[config.mk]
export PLATFORM = sky130hd
export DESIGN_NAME = pipe_mem_stage
export DESIGN_NICKNAME = d
export VERILOG_FILES = /design/src/rtl/pipe_mem_stage.sv
export SDC_FILE = /design/constraint.sdc
export NUM_CORES = 1
export LEC_CHECK = 0
export CORE_AREA = 3 3 146 148
export DETAILED_ROUTE_END_ITERATION = 8
export DIE_AREA = 0 0 149 151
export GPL_TIMING_DRIVEN = 0
export HOLD_SLACK_MARGIN = 0.03
export PLACE_DENSITY_LB_ADDON = 0.08
export SKIP_LAST_GASP = 1
export SLEW_MARGIN = 25
export SYNTH_ARGS = -nofsm -noshare
export SYNTH_HDL_FRONTEND = slang
export SYNTH_SLANG_ARGS = --single-unit
[constraint.sdc]
create_clock -name clk -period 7.6 [get_ports clk]
set_clock_uncertainty 0.15 [all_clocks]
set_input_delay 1.52 -clock clk [delete_from_list [all_inputs] [get_ports clk]]
set_output_delay 1.52 -clock clk [all_outputs]
set_load 0.01 [all_outputs]
[src/rtl/pipe_mem_stage.sv]
// pipe_mem_stage: memory-access pipeline stage between EX and WB.
// Accepts one EX bundle per valid/ready handshake, issues at most one cache
// load/store over req/ack, extends load data and presents the WB bundle
// under its own valid/ready handshake.
// Optional feature macro: MA_ALIGN_CHECK_EN (misaligned accesses fault).
module pipe_mem_stage #(
    parameter int unsigned ADDR_W = 32,
    parameter int unsigned DATA_W = 64
) (
    input  logic              clk,
    input  logic              rst,
    input  logic              in_valid,
    output logic              in_ready,
    input  logic [1:0]        in_rw_e,
    input  logic [1:0]        in_rw_len,
    input  logic [DATA_W-1:0] in_ans,
    input  logic [DATA_W-1:0] in_din,
    input  logic              in_wb_e,
    input  logic [4:0]        in_wb_idx,
    output logic              mem_req,
    output logic              mem_we,
    output logic [1:0]        mem_len,
    output logic [ADDR_W-1:0] mem_addr,
    output logic [DATA_W-1:0] mem_wdata,
    input  logic              mem_ack,
    input  logic [DATA_W-1:0] mem_rdata,
    output logic              out_valid,
    input  logic              out_ready,
    output logic              wb_e,
    output logic [4:0]        wb_idx,
    output logic [DATA_W-1:0] wb_out,
    output logic              err
);

    typedef enum logic {IDLE, MEM} state_e;

    state_e              state_q, state_d;
    logic                mem_req_q, mem_req_d;
    logic                mem_we_q, mem_we_d;
    logic [1:0]          mem_len_q, mem_len_d;
    logic [ADDR_W-1:0]   mem_addr_q, mem_addr_d;
    logic [DATA_W-1:0]   mem_wdata_q, mem_wdata_d;
    logic                ld_unsigned_q, ld_unsigned_d;
    logic                ld_wb_e_q, ld_wb_e_d;
    logic [4:0]          ld_wb_idx_q, ld_wb_idx_d;
    logic                out_valid_q, out_valid_d;
    logic                wb_e_q, wb_e_d;
    logic [4:0]          wb_idx_q, wb_idx_d;
    logic [DATA_W-1:0]   wb_out_q, wb_out_d;
    logic                err_q, err_d;

    logic                accept_c;
    logic                size_bad_c;
    logic                misalign_c;

    // Keep the low (1 << len) bytes of d; fill the rest with the kept MSB or zero.
    function automatic logic [DATA_W-1:0] fit_bytes(input logic [DATA_W-1:0] d,
                                                     input logic [1:0]        len,
                                                     input logic              sgn);
        logic [DATA_W-1:0] mask;
        logic              msb;
        case (len)
            2'b00:   begin mask = DATA_W'(8'hFF);         msb = d[7];        end
            2'b01:   begin mask = DATA_W'(16'hFFFF);      msb = d[15];       end
            2'b10:   begin mask = DATA_W'(32'hFFFF_FFFF); msb = d[31];       end
            default: begin mask = '1;                     msb = d[DATA_W-1]; end
        endcase
        return (d & mask) | ({DATA_W{sgn & msb}} & ~mask);
    endfunction

    // Stage takes a new bundle only when idle and the output slot frees up this cycle.
    assign in_ready = (state_q == IDLE) && (!out_valid_q || out_ready);
    assign accept_c = in_valid && in_ready;

    // 8-byte accesses do not fit a 32-bit datapath.
    assign size_bad_c = (in_rw_len == 2'b11) && (DATA_W < 32'd64);

`ifdef MA_ALIGN_CHECK_EN
    logic [2:0] lo_mask_c;

    // Address bits that must be zero for a naturally aligned access.
    always_comb begin
        case (in_rw_len)
            2'b00:   lo_mask_c = 3'b000;
            2'b01:   lo_mask_c = 3'b001;
            2'b10:   lo_mask_c = 3'b011;
            default: lo_mask_c = 3'b111;
        endcase
        misalign_c = |(in_ans[2:0] & lo_mask_c);
    end
`else
    assign misalign_c = 1'b0;
`endif

    // Next-state and output-register logic.
    always_comb begin
        state_d       = state_q;
        mem_req_d     = mem_req_q;
        mem_we_d      = mem_we_q;
        mem_len_d     = mem_len_q;
        mem_addr_d    = mem_addr_q;
        mem_wdata_d   = mem_wdata_q;
        ld_unsigned_d = ld_unsigned_q;
        ld_wb_e_d     = ld_wb_e_q;
        ld_wb_idx_d   = ld_wb_idx_q;
        out_valid_d   = out_valid_q;
        wb_e_d        = wb_e_q;
        wb_idx_d      = wb_idx_q;
        wb_out_d      = wb_out_q;
        err_d         = err_q;

        if (out_valid_q && out_ready) begin
            out_valid_d = 1'b0;
        end

        case (state_q)
            IDLE: begin
                if (accept_c) begin
                    if (in_rw_e == 2'b00) begin
                        out_valid_d = 1'b1;
                        wb_e_d      = in_wb_e;
                        wb_idx_d    = in_wb_idx;
                        wb_out_d    = in_ans;
                        err_d       = 1'b0;
                    end else if (size_bad_c || misalign_c) begin
                        out_valid_d = 1'b1;
                        wb_e_d      = 1'b0;
                        wb_idx_d    = in_wb_idx;
                        wb_out_d    = '0;
                        err_d       = 1'b1;
                    end else begin
                        mem_req_d     = 1'b1;
                        mem_we_d      = (in_rw_e == 2'b01);
                        mem_len_d     = in_rw_len;
                        mem_addr_d    = in_ans[ADDR_W-1:0];
                        mem_wdata_d   = (in_rw_e == 2'b01) ? fit_bytes(in_din, in_rw_len, 1'b0) : '0;
                        ld_unsigned_d = in_rw_e[0];
                        ld_wb_e_d     = in_wb_e;
                        ld_wb_idx_d   = in_wb_idx;
                        state_d       = MEM;
                    end
                end
            end
            MEM: begin
                if (mem_ack) begin
                    mem_req_d   = 1'b0;
                    state_d     = IDLE;
                    out_valid_d = 1'b1;
                    err_d       = 1'b0;
                    wb_idx_d    = ld_wb_idx_q;
                    if (mem_we_q) begin
                        wb_e_d   = 1'b0;
                        wb_out_d = '0;
                    end else begin
                        wb_e_d   = ld_wb_e_q;
                        wb_out_d = fit_bytes(mem_rdata, mem_len_q, !ld_unsigned_q);
                    end
                end
            end
            default: state_d = IDLE;
        endcase
    end

    // State, request and output registers; reset abandons any open transaction.
    always_ff @(posedge clk or posedge rst) begin
        if (rst) begin
            state_q       <= IDLE;
            mem_req_q     <= 1'b0;
            mem_we_q      <= 1'b0;
            mem_len_q     <= 2'b00;
            mem_addr_q    <= '0;
            mem_wdata_q   <= '0;
            ld_unsigned_q <= 1'b0;
            ld_wb_e_q     <= 1'b0;
            ld_wb_idx_q   <= 5'd0;
            out_valid_q   <= 1'b0;
            wb_e_q        <= 1'b0;
            wb_idx_q      <= 5'd0;
            wb_out_q      <= '0;
            err_q         <= 1'b0;
        end else begin
            state_q       <= state_d;
            mem_req_q     <= mem_req_d;
            mem_we_q      <= mem_we_d;
            mem_len_q     <= mem_len_d;
            mem_addr_q    <= mem_addr_d;
            mem_wdata_q   <= mem_wdata_d;
            ld_unsigned_q <= ld_unsigned_d;
            ld_wb_e_q     <= ld_wb_e_d;
            ld_wb_idx_q   <= ld_wb_idx_d;
            out_valid_q   <= out_valid_d;
            wb_e_q        <= wb_e_d;
            wb_idx_q      <= wb_idx_d;
            wb_out_q      <= wb_out_d;
            err_q         <= err_d;
        end
    end

    assign mem_req   = mem_req_q;
    assign mem_we    = mem_we_q;
    assign mem_len   = mem_len_q;
    assign mem_addr  = mem_addr_q;
    assign mem_wdata = mem_wdata_q;
    assign out_valid = out_valid_q;
    assign wb_e      = wb_e_q;
    assign wb_idx    = wb_idx_q;
    assign wb_out    = wb_out_q;
    assign err       = err_q;

endmodule

==> results of run 1 <==
-- cell type report --
cell class,count,area share
multi-input cells,406,0.225
clock buffers,20,0.0371
inverters,11,0.00396
well taps,270,0.0274
flip-flops and latches,179,0.364
clock inverters,12,0.00976
repair buffers,379,0.310
plain buffers,58,0.0228
-- how the worst min path moves through the flow --
stage	from	endpoint	cells past startpoint
6_report	mem_req$_DFFE_PP0P_	mem_req$_DFFE_PP0P_	2
5_1_grt	wb_out[29]$_DFFE_PP0P_	wb_out[29]$_DFFE_PP0P_	1
4_1_cts	mem_req$_DFFE_PP0P_	mem_req$_DFFE_PP0P_	2
3_5_place_dp	mem_req$_DFFE_PP0P_	mem_req$_DFFE_PP0P_	2
3_3_place_gp	mem_req$_DFFE_PP0P_	mem_req$_DFFE_PP0P_	2
2_1_floorplan	ld_wb_idx_q[0]$_DFFE_PP0P_	ld_wb_idx_q[0]$_DFFE_PP0P_	1
-- metrics by stage --
step	total power, mW	util
detailed placement	2.84	0.582
finish	3.69	0.610
global placement	2.83	0.580
floorplan	1.98	-
global route	3.89	0.610
CTS	3.72	0.610
-- flip-flops by register name (all words and copies together), names as in the netlist, 2 cells and up --
register	count
ld_wb_idx_q	5
mem_addr	32
mem_len	2
mem_wdata	64
wb_idx	5
wb_out	64
-- layer usage --
metal | GRT usage | share of wire | vias to the layer above | wire length (µm)
li1 | - | - | 3193 | -
met1 | 0.281 | 0.39 | 3275 | 10500
met2 | 0.404 | 0.49 | 266 | 13300
met3 | 0.0799 | 0.091 | 35 | 2450
met4 | 0.0728 | 0.023 | 0 | 604
met5 | 0 | 0 | - | 0
-- synth_stat cells (2+ instances only) --
| master | n | area (µm²) |
|---|---|---|
| dfrtp_1 | 179 | 4480 |
| buf_2 | 23 | 115 |
| a2bb2oi_1 | 2 | 17.5 |
| nand2_1 | 6 | 22.5 |
| clkbuf_1 | 29 | 109 |
| o221ai_1 | 7 | 61.3 |
| o21a_1 | 23 | 173 |
| a21oi_1 | 62 | 310 |
| and3_1 | 32 | 200 |
| o211ai_1 | 15 | 113 |
| nor2b_1 | 3 | 18.8 |
| mux2_2 | 40 | 450 |
| mux2i_1 | 5 | 50.1 |
| nor2_1 | 74 | 278 |
| buf_4 | 3 | 22.5 |
| a211oi_1 | 9 | 67.6 |
| buf_6 | 3 | 33.8 |
| a22o_1 | 65 | 569 |
| nor3_1 | 9 | 45.0 |
| inv_1 | 10 | 37.5 |
| a31oi_1 | 34 | 213 |
| nand2b_1 | 4 | 25.0 |
-- critical path, cell delays in order --
cell and delay [ns]:
clkdlybuf4s50_1 0.45, nor2b_1 0.04, buf_2 0.19, nor2_1 0.11, clkdlybuf4s50_1 0.63
-- where the power goes --
| part | internal, mW | leakage [nW] | switching [mW] | total [mW] |
|---|---|---|---|---|
| Sequential | 1.23 | 2.18 | 0.154 | 1.38 |
| Combinational | 0.794 | 2.74 | 0.638 | 1.43 |
| Clock | 0.477 | 0.284 | 0.397 | 0.874 |
| Total | 2.50 | 5.21 | 1.19 | 3.69 |
-- kinds of logic (layout without fill, tap and decap cells) --
family,after synthesis,count (layout),synth area share
flops,179,179,0.591
mux,45,45,0.0661
other cells,1,1,0.000495
simple gates,137,137,0.0905
buf+inv,69,480,0.0425
compound gates,223,223,0.209
==> flow_summary.toml, run 1 <==
[power_and_ir_drop]
powerDensity_nw_per_um2 = 300
vdd_drop_max_v = 0.000152
p_leak_nw = 5.21

[synthesis]
netlist_area_um2 = 7570
synth-seq-area-share = 0.591
ys.flop_type = "dfrtp_1"
synth_edf_count = 0
ys_types = 39
syn_inst = 654
ys_ff_latch = 179
syn_nets = 861
yosys_warnings = 0
async_flop_share = 1.00
synth_area_per_cell_um2 = 11.6

[placement]
gp_congestion = 0.766
placed_cell_area_um2 = 11700
dp_hpwl_um = 20300
dp_worst_setup_slack_ns = 2.98
port_buffers = 378
place_inst = 1303

[cts]
htree_num_levels = 4
clockRootBuffer = "clkbuf_16"
numCtsBuffers = 17
clk_pin_slew_ns = 0.06
clkLatencyLatePin_ns = 0.43
ctsLongestPathBuffers = 2
cts_tree = "yes"
cts_setup_buffers = 0
ctsHoldBuffers = 0
cts_sinks = 179
cts.repair.resized = 0

[sta]
timing.final.crit_share = 0.608
post-route-min-period_ns = 4.62
maxSlewHeadroom = 0.387
setup_viol = 0
grt_setup_unrepaired = "false"
fin_ws_ns = 2.98
setup_tns_ns = 0
hold_ws_ns = 0.341
hold_viol = 0
timing.fmax_ghz = 0.216
worst_pin_slew_ns = 0.906
maxSlewViolCount = 0

[final_layout]
mostFrequentLayoutCells = "378 x clkdlybuf4s50_1, 179 x dfrtp_1, 74 x nor2_1"
num-nets-final = 1259
fin_area_um2 = 12300
mostFrequentLayoutCell = "clkdlybuf4s50_1"
seqCellArea_um2 = 4480
multi_input_area_um2 = 2770
drive_gt1_frac = 0.100
syn_to_final_growth_pct = 62.5
final_cells = 1335
num_antenna_cells = 0
fillers = 1732

[worst_setup_path]
critPathCaptureType = "output port"
critical_path.max_fanout = 8
critPathKind = "input pin to output port"
r2r_cells = 6
worst_r2r_endpoint = "wb_out[35]$_DFFE_PP0P_"
crit_path_start = "out_ready"
endpoint = "in_ready"
critPathArrivalTime_ns = 2.95
start_kind = "input pin"
reg2reg_from = "state_q$_DFF_PP0_"
cp.required_ns = 5.93
rrSetupSlack_ns = 5.11

[detailed_routing]
wl_um = 26800
routedWlPerCell_um = 20.1
drc = 0
drt_first_pass_iters = 4
dr.first_iter.drc_count = 263
num_vias = 6769
vias_per_cell = 5.07
ant_nets = 0

[die]
ioPinCount = 380
coreArea_um2 = 20200
num_rows = 52
die_h_um = 151
initial_utilization = 0.376
die_area_um2 = 22500
die-width_um = 149

[global_route]
antenna_found_initial = 0
grt_pass1_wl_um = 40500
grt_pass1_vias = 7015
grt_max_degree = 97
grt.total_usage = 0.235
gr-total-overflow = 0

[status]
status = "finished, final reports clean"

[hold_path]
min_path_type = "flip-flop to flip-flop"

[job]
cap_violations = 0
(Power assumes the default switching activity.)
==> run 2: changes to the inputs <==
--- a/config.mk
+++ b/config.mk
@@ -5,9 +5,10 @@
 export SDC_FILE = /design/constraint.sdc
 export NUM_CORES = 1
 export LEC_CHECK = 0
-export CORE_AREA = 3 3 146 148
+export CORE_ASPECT_RATIO = 1.5
+export CORE_MARGIN = 3
+export CORE_UTILIZATION = 37
 export DETAILED_ROUTE_END_ITERATION = 8
-export DIE_AREA = 0 0 149 151
 export GPL_TIMING_DRIVEN = 0
 export HOLD_SLACK_MARGIN = 0.03
 export PLACE_DENSITY_LB_ADDON = 0.08
==> constraint.sdc (replaced) <==
create_clock -name clk -period 3.75 [get_ports clk]
set_clock_uncertainty 0.15 [all_clocks]
set_input_delay 0.75 -clock clk [delete_from_list [all_inputs] [get_ports clk]]
set_output_delay 0.75 -clock clk [all_outputs]
set_load 0.01 [all_outputs]
==> run 2 against run 1 <==
  * Final cell count shrank 0.22%
  * Clock-buffer cell count down 1
  * Sequential power is 110% higher
  * Sequential share of layout area fell by 0.41 points
  * Combinational power up 100%
  * Clock power is 110% higher
  * First-iteration DRC count is 5.7% lower
  * Wire length increased by 2.8%
  * Power up 100%
  * Global-route usage grew 1.6 points
==> flow_summary.toml, run 2 (same netlist as run 1, synthesis figures left out) <==
[status]
status = "finished, final reports clean"

[placement]
port_buffers = 378
dp_hpwl_um = 21600
place_inst = 1299
placed_cell_area_um2 = 11800
gp_congestion = 0.789
dp_worst_setup_slack_ns = 0.557

[final_layout]
final_cells = 1332
drive_gt1_frac = 0.106
num-nets-final = 1264
syn_to_final_growth_pct = 64.3
mostFrequentLayoutCells = "378 x clkdlybuf4s50_1, 179 x dfrtp_1, 74 x nor2_1"
fin_area_um2 = 12400
mostFrequentLayoutCell = "clkdlybuf4s50_1"

[detailed_routing]
drt_first_pass_iters = 4
vias_per_cell = 5.10
num_vias = 6794
ant_nets = 0
drc = 0
wl_um = 27600
dr.first_iter.drc_count = 248
routedWlPerCell_um = 20.7

[hold_path]
min_path_cells = 2
min_path_type = "flip-flop to flip-flop"

[sta]
hold_viol = 0
grt_setup_unrepaired = "false"
fin_ws_ns = 0.295
hold_ws_ns = 0.334
maxSlewViolCount = 0
timing.fmax_ghz = 0.289
worst_pin_slew_ns = 0.808
post-route-min-period_ns = 3.45
maxSlewHeadroom = 0.453
setup_viol = 0
timing.final.crit_share = 0.921

[worst_setup_path]
crit_slowest_cell = "dfrtp_1"
r2r_cells = 6
worst-path-stages = 4
slowest_delay_ns = 0.63
critical_path.max_fanout = 12
critPathKind = "flip-flop to output port"
crit_buf_inv = 3
critPathArrivalTime_ns = 2.55
worstPathCellList = "clkbuf_1, clkbuf_1, nor2_1, clkdlybuf4s50_1"
cp_top_family = "buffers and inverters"
crit_path_frequent_cell = "clkbuf_1"
cp.required_ns = 2.85
critPathCaptureType = "output port"
start_kind = "flip-flop"

[die]
die_h_um = 181
ioPinCount = 380
die-width_um = 123
coreArea_um2 = 19900
initial_utilization = 0.380
num_rows = 63
die_area_um2 = 22300

[global_route]
grt_pass1_vias = 7301
antenna_found_initial = 3
gr-total-overflow = 0
grt.total_usage = 0.251
grt_pass1_wl_um = 42100
grt_max_degree = 31

[cts]
ctsLongestPathBuffers = 2
numCtsBuffers = 17
clockRootBuffer = "clkbuf_16"
cts_sinks = 179
clk_pin_slew_ns = 0.07
clkLatencyLatePin_ns = 0.43
cts_tree = "yes"
cts_setup_buffers = 0
htree_num_levels = 4

[power_and_ir_drop]
vdd_drop_max_v = 0.000338
powerDensity_nw_per_um2 = 607
power_mw = 7.56
p_leak_nw = 5.27

[job]
cap_violations = 0
run 2: cell count changes in the layout (fill, tap and decap cells not counted):
cell | before | now
inv_6 | 5 | 0
diode_2 | 0 | 2
clkinv_4 | 2 | 4
buf_12 | 0 | 5
inv_8 | 2 | 0
buf_16 | 1 | 2
clkinvlp_4 | 1 | 3
clkbuf_1 | 30 | 29
clkbuf_8 | 2 | 1
clkinv_2 | 2 | 4
bufinv_16 | 1 | 3
run 2: where the power goes:
part | internal [mW] | leakage, nW | switching [mW]
combinational | 1.62 | 2.80 | 1.27
clock | 1.06 | 0.293 | 0.769
sequential | 2.50 | 2.18 | 0.337
run 2: metrics by stage:
stage,util,setup TNS [ns]
2_1_floorplan,-,0
3_3_place_gp,0.586,-179.43
4_1_cts,0.624,0
6_report,0.624,0
5_1_grt,0.624,0
3_5_place_dp,0.594,0
run 2: worst min-delay path, delay by kind of cell, from the launching register on:
family           cells  cell delay [ns]
and+or+nand+nor      2             0.10
DFF                  1             0.35
run 2: worst paths after layout:
| kind | slack (ns) | start | to |
|---|---|---|---|
| max | 0.30 | state_q$_DFF_PP0_ | in_ready |
| min | 0.33 | mem_req$_DFFE_PP0P_ | mem_req$_DFFE_PP0P_ |
| max reg2reg | 1.28 | state_q$_DFF_PP0_ | mem_addr[16]$_DFFE_PP0P_ |
| min reg2reg | 0.33 | mem_req$_DFFE_PP0P_ | mem_req$_DFFE_PP0P_ |
| max in group asynchronous | 2.01 | rst | wb_out[37]$_DFFE_PP0P_ |
| min in group asynchronous | 0.42 | rst | mem_wdata[16]$_DFFE_PP0P_ |
run 2: cell type report:
type	instances	area, µm²
Tap cell	260	325
Multi-Input combinational cell	406	2770
Fill cell	1743	7500
Clock inverter	13	160
Sequential cell	179	4480
Buffer	57	277
Antenna cell	2	5.00
Timing Repair Buffer	385	3940
Inverter	11	45.0
Clock buffer	19	443
run 2: what timing repair did:
action                     4_1_cts  5_1_grt
gates resized for setup          0        0
setup endpoints to repair        0        1
hold buffers                     0        0
run 2: layer usage:
| layer | GRT usage | vias to the layer above | share of wire |
|---|---|---|---|
| met1 | 0.270 | 3285 | 0.35 |
| met3 | 0.0874 | 25 | 0.091 |
| met5 | 0 | - | 0.00047 |
| met4 | 0.0762 | 2 | 0.020 |
| met2 | 0.455 | 279 | 0.54 |
| li1 | - | 3203 | - |
